`config.mk`:
```
export PLATFORM = sky130hd
export DESIGN_NAME = rpc_net_tx_serializer
export DESIGN_NICKNAME = d
export VERILOG_FILES = /design/src/rtl/rpc_net_tx_serializer.sv
export SDC_FILE = /design/constraint.sdc
export NUM_CORES = 2
export LEC_CHECK = 0
export ABC_AREA = 1
export ABC_CLOCK_PERIOD_IN_PS = 41900
export BUFFER_PORTS_ARGS = -buffer_cell sky130_fd_sc_hd__clkbuf_2
export CAP_MARGIN = 5
export CORE_UTILIZATION = 45
export DETAILED_ROUTE_END_ITERATION = 10
export HOLD_SLACK_MARGIN = 0.08
export PLACE_DENSITY = 0.64
export SKIP_CTS_REPAIR_TIMING = 1
export SYNTH_ARGS = -nofsm -noshare
export SYNTH_HDL_FRONTEND = slang
export SYNTH_SLANG_ARGS = --single-unit
```
`constraint.sdc`:
```
create_clock -name clk -period 41.9 [get_ports clk]
set_input_delay 8.38 -clock clk [delete_from_list [all_inputs] [get_ports clk]]
set_output_delay 8.38 -clock clk [all_outputs]
set_load 0.02 [all_outputs]
```
`src/rtl/rpc_net_tx_serializer.sv`:
```
// Network-side TX serializer: buffers wide RPC packets in a small FIFO and
// streams them out as valid/ready beats with sop/eop and byte keep.
module rpc_net_tx_serializer #(
  parameter logic [31:0] NIC_ID     = 32'h0,
  parameter int          PAYLOAD_W  = 512,
  parameter int          BEAT_W     = 64,
  parameter int          CONN_W     = 16,
  parameter int          SIZE_W     = 16,
  parameter int          FIFO_DEPTH = 4
) (
  input  logic                              clk,
  input  logic                              reset,
  input  logic                              pkt_valid_in,
  input  logic [CONN_W-1:0]                 pkt_conn_id_in,
  input  logic [SIZE_W-1:0]                 pkt_size_in,
  input  logic [PAYLOAD_W-1:0]              pkt_payload_in,
  output logic                              beat_valid_out,
  input  logic                              beat_ready_in,
  output logic [BEAT_W-1:0]                 beat_data_out,
  output logic [BEAT_W/8-1:0]               beat_keep_out,
  output logic                              beat_sop_out,
  output logic                              beat_eop_out,
  output logic [CONN_W-1:0]                 beat_conn_id_out,
  output logic [31:0]                       drop_cnt_out,
  output logic [$clog2(FIFO_DEPTH):0]       fifo_level_out
);

  localparam int BB     = BEAT_W / 8;
  localparam int MAXB   = PAYLOAD_W / 8;
  localparam int NB_MAX = PAYLOAD_W / BEAT_W;
  localparam int IDX_W  = (NB_MAX > 1) ? $clog2(NB_MAX) : 1;
  localparam int PTR_W  = (FIFO_DEPTH > 1) ? $clog2(FIFO_DEPTH) : 1;
  localparam int LVL_W  = $clog2(FIFO_DEPTH) + 1;

  localparam logic [0:0] ST_IDLE = 1'b0;
  localparam logic [0:0] ST_SEND = 1'b1;

  logic [CONN_W-1:0]    mem_conn    [FIFO_DEPTH];
  logic [SIZE_W-1:0]    mem_size    [FIFO_DEPTH];
  logic [PAYLOAD_W-1:0] mem_payload [FIFO_DEPTH];
  logic [PTR_W-1:0]     wr_ptr, rd_ptr;
  logic [LVL_W-1:0]     level;

  logic [0:0]           state;
  logic [IDX_W-1:0]     idx;
  logic [CONN_W-1:0]    sh_conn;
  logic [SIZE_W-1:0]    sh_size;
  logic [PAYLOAD_W-1:0] sh_payload;
  logic [BEAT_W-1:0]    sh_beats [NB_MAX];
  logic [31:0]          drop_cnt;

  logic              size_ok, fifo_empty, fifo_full, sending, xfer, is_last;
  logic              push, pop, drop;
  logic [SIZE_W-1:0] last_idx, rem;

  assign size_ok    = (pkt_size_in != '0) && (pkt_size_in <= SIZE_W'(MAXB));
  assign fifo_empty = (level == '0);
  assign fifo_full  = (level == LVL_W'(FIFO_DEPTH));
  assign sending    = (state == ST_SEND);
  assign xfer       = sending && beat_ready_in;
  assign last_idx   = (sh_size - SIZE_W'(1)) / SIZE_W'(BB);
  assign rem        = sh_size % SIZE_W'(BB);
  assign is_last    = (SIZE_W'(idx) == last_idx);

  // A pop on the same edge frees a slot, so a full FIFO can still accept.
  assign pop  = !fifo_empty && (!sending || (xfer && is_last));
  assign push = pkt_valid_in && size_ok && (!fifo_full || pop);
  assign drop = pkt_valid_in && !push;

  always_comb begin
    for (int i = 0; i < NB_MAX; i++) sh_beats[i] = sh_payload[i*BEAT_W +: BEAT_W];
  end

  always_comb begin
    beat_keep_out = '0;
    if (sending) begin
      for (int b = 0; b < BB; b++)
        beat_keep_out[b] = !is_last || (rem == '0) || (SIZE_W'(b) < rem);
    end
  end

  assign beat_valid_out   = sending;
  assign beat_data_out    = sending ? sh_beats[idx] : '0;
  assign beat_sop_out     = sending && (idx == '0);
  assign beat_eop_out     = sending && is_last;
  assign beat_conn_id_out = sending ? sh_conn : '0;
  assign drop_cnt_out     = drop_cnt;
  assign fifo_level_out   = level;

  // Storage without reset; validity is tracked by pointers and state.
  always_ff @(posedge clk) begin
    if (push) begin
      mem_conn[wr_ptr]    <= pkt_conn_id_in;
      mem_size[wr_ptr]    <= pkt_size_in;
      mem_payload[wr_ptr] <= pkt_payload_in;
    end
    if (pop) sh_payload <= mem_payload[rd_ptr];
  end

  always_ff @(posedge clk) begin
    if (reset) begin
      wr_ptr   <= '0;
      rd_ptr   <= '0;
      level    <= '0;
      state    <= ST_IDLE;
      idx      <= '0;
      sh_conn  <= '0;
      sh_size  <= '0;
      drop_cnt <= '0;
    end else begin
      if (push) wr_ptr <= wr_ptr + PTR_W'(1);
      if (pop)  rd_ptr <= rd_ptr + PTR_W'(1);
      if (push && !pop)      level <= level + LVL_W'(1);
      else if (pop && !push) level <= level - LVL_W'(1);

      if (drop && (drop_cnt != 32'hFFFF_FFFF)) drop_cnt <= drop_cnt + 32'd1;

      if (pop) begin
        state   <= ST_SEND;
        idx     <= '0;
        sh_conn <= mem_conn[rd_ptr];
        sh_size <= mem_size[rd_ptr];
      end else if (xfer) begin
        if (is_last) state <= ST_IDLE;
        else         idx   <= idx + IDX_W'(1);
      end
    end
  end

`ifndef SYNTHESIS
  always @(posedge clk) begin
    if (!reset && push) $display("nic %0h: accept conn=%0h size=%0d", NIC_ID, pkt_conn_id_in, pkt_size_in);
    if (!reset && drop) $display("nic %0h: drop conn=%0h size=%0d", NIC_ID, pkt_conn_id_in, pkt_size_in);
  end
`endif

endmodule

```
==> flow_summary.json <==
{
  "drtIter0Drc": 7099,
  "cts_buffers": 299,
  "synth_cells": 7379,
  "cts_max_path_buffers": 4,
  "slew_viol_final": 0,
  "ys_seq_area_frac": 0.7921,
  "synthDistinctLibCells": 38,
  "ant_nets": 0,
  "fillers": 18730,
  "fin_area_um2": 119100,
  "finalNetCount": 8505,
  "yosysWarnings": 0,
  "hold_path_class": "reg2reg",
  "critPathRequiredTime_ps": 42410,
  "hpwl_mm": 174.5,
  "fin_tns_setup_ps": 0,
  "dpl_cell_area_um2": 109900,
  "wl_per_cell_um": 25.91,
  "crit_buf_inv": 4,
  "fin_crit_ps": 13310,
  "die_w_um": 482.3,
  "path_clk_slew_ps": 60,
  "skew_ps": 81.79,
  "first_pass_iters": 6,
  "worst_pin_slew_ps": 1215,
  "die-area_um2": 232600,
  "crit_path_start_kind": "input port",
  "status": "finished clean",
  "ios": 674,
  "place.gp.congestion": 0.8724,
  "crit_path_cell_trace": "clkbuf_2 -> nand2_1 -> nor4_1 -> o21ai_0 -> a21oi_1 -> nand2_2 -> nor2_4 -> buf_4 -> buf_4 -> buf_4",
  "die_h_um": 482.3,
  "final_common_cell": "edfxtp_1",
  "synth_area_um2": 103800,
  "hold_start": "sh_conn[0]$_SDFFE_PP0P_",
  "rsz0062_at_grt": "no",
  "cts_root_buffer": "clkbuf_16",
  "finalHoldViolations": 0,
  "syn_nets": 7936,
  "vdd_drop_max_mv": 0.06779,
  "p_leak_nw": 39.90,
  "grt_pass1_vias": 60780,
  "final-setup-viol-count": 0,
  "slew_headroom": 0.1902,
  "start_util": 0.4545,
  "arrival_ps": 13830,
  "period_share": 0.3178,
  "core_area_um2": 228400,
  "antenna_found_initial": 159,
  "syn2layout_area_growth_pct": 14.77,
  "preCtsSetupSlack_ps": 27550,
  "final_cell_mix": "edfxtp_1, o21ai_0, nor2_1, clkbuf_2, o22ai_1",
  "drive_above_1_share": 0.1454,
  "grt_max_degree": 255,
  "cp_max_fo": 59,
  "max_freq_mhz": 75.10,
  "ys_seq_elements": 2763,
  "r2r_start": "idx[0]$_SDFFE_PP0P_",
  "p_per_area_nw_per_um2": 64.54,
  "crit_type": "in2reg",
  "totalWireLength_mm": 291.5,
  "grt_overflow_total": 0,
  "clkLatencyLatePin_ps": 950,
  "crit_top_cell": "buf_4",
  "port_buffers": 673,
  "crit_start": "pkt_valid_in",
  "slowest_delay_ps": 880,
  "via_per_inst": 5.763,
  "timing.final.ws_setup_ps": 28590,
  "avgSynthCellArea_um2": 14.07,
  "vias": 64840,
  "htreeDepth": 5,
  "crit_slowest_cell": "nor2_4",
  "maxCapViolCount": 0,
  "grt.total_usage": 0.2442,
  "cp-end-kind": "register",
  "grt_pass1_wl_mm": 414.3,
  "cts_tree": "yes",
  "clock_sinks": 2763,
  "num_rows": 175,
  "cpLargestDelayFamily": "buffers and inverters",
  "drc": 0
}
-- synthesized netlist by cell type (all sizes together) --
cell type  instances  area, um2
edfxtp          2688      80720
o21ai           1406       7037
nor2            1386       5231
o22ai            663       4148
clkbuf           470       1764
nand2            224      865.8
inv              140      525.5
a21oi             85      425.4
nand3             79      407.9
dfxtp             75       1501
nand4             44      275.3
buf               31      181.4
xor2              24      210.2
nor3              15      75.07
a221oi            10      87.58
nor4              10      62.56
xnor2              9      78.83
ha                 8      100.1
nand3b             2      15.01
o31ai              2      15.01
or2                2      12.51
a2111oi            1      8.760
a211oi             1      7.510
a31oi              1      6.260
clkinv             1      5.000
fa                 1      20.02
nor4b              1      8.760
-- final timing paths --
kind | to | slack, ps | depth (start not counted)
max | mem_payload[3][28]$_DFFE_PP_ | 28590 | 10
min | sh_conn[0]$_SDFFE_PP0P_ | 470 | 2
max reg2reg | mem_payload[3][28]$_DFFE_PP_ | 34540 | 17
min reg2reg | sh_conn[0]$_SDFFE_PP0P_ | 470 | 2
-- layout make-up --
cell class / count / area (um2) / share of cell area
sequential: 2763 / 82240 / 0.6904
antenna: 79 / 197.7 / 0.001660
timing repair buffer: 769 / 4189 / 0.03516
multi-input combinational: 3974 / 19130 / 0.1606
clock inverter: 147 / 1135 / 0.009526
inverter: 141 / 573.1 / 0.004810
clock buffer: 369 / 7894 / 0.06626
tap: 3009 / 3765 / 0.03160
-- worst min-delay path, stage by stage, from the launching register on --
cell and delay [ps]:
dfxtp_1 310, nand2_1 60, a21oi_1 50
-- cells by family (layout without fill, tap and decap cells) --
logic type / Yosys count / count (layout) / synth area share
flip-flops: 2763 / 2763 / 0.7921
adder cells (fa/ha/maj): 9 / 9 / 0.001157
XOR/XNOR: 33 / 33 / 0.002785
other: 0 / 79 / 0
AO/OA/AOI/OAI: 2169 / 2169 / 0.1131
buffers and inverters: 642 / 1426 / 0.02386
AND/OR/NAND/NOR: 1763 / 1763 / 0.06700
-- flip-flops by register name (all words and copies together) (netlist names) --
register        count
mem_payload      2048
fifo_level_out      3
sh_conn            16
rd_ptr              2
wr_ptr              2
drop_cnt_out       32
mem_size           64
idx                 3
sh_payload        512
sh_size            16
beat_valid_out      1
mem_conn           64
-- metal layers --
layer / vias up / wire length, um / global-route usage
met5: - / 812 / 0
met4: 128 / 11070 / 0.09542
met3: 612 / 30240 / 0.07274
met2: 2820 / 134900 / 0.3774
met1: 32380 / 114500 / 0.3247
li1: 28900 / - / -
-- report_power, final --
part | internal (W) | switching (W)
logic | 0.000379 | 0.00123
registers | 0.00349 | 0.000128
clock network | 0.00143 | 0.00104
total | 0.00529 | 0.00239
-- per-stage QoR --
stage / instances / total power (W) / hold slack [ps] / util
4_1_cts: 11170 / 0.007733 / 468.3 / 0.5208
3_3_place_gp: 10660 / 0.005247 / 457.2 / 0.4812
3_5_place_dp: 10660 / 0.005280 / 459.4 / 0.4812
2_1_floorplan: 7379 / 0.004619 / 444.4 / -
5_1_grt: 11210 / 0.007999 / 481.3 / 0.5212
6_report: 11250 / 0.007689 / 468.3 / 0.5216
No activity file was read; power rests on OpenSTA's default activity.
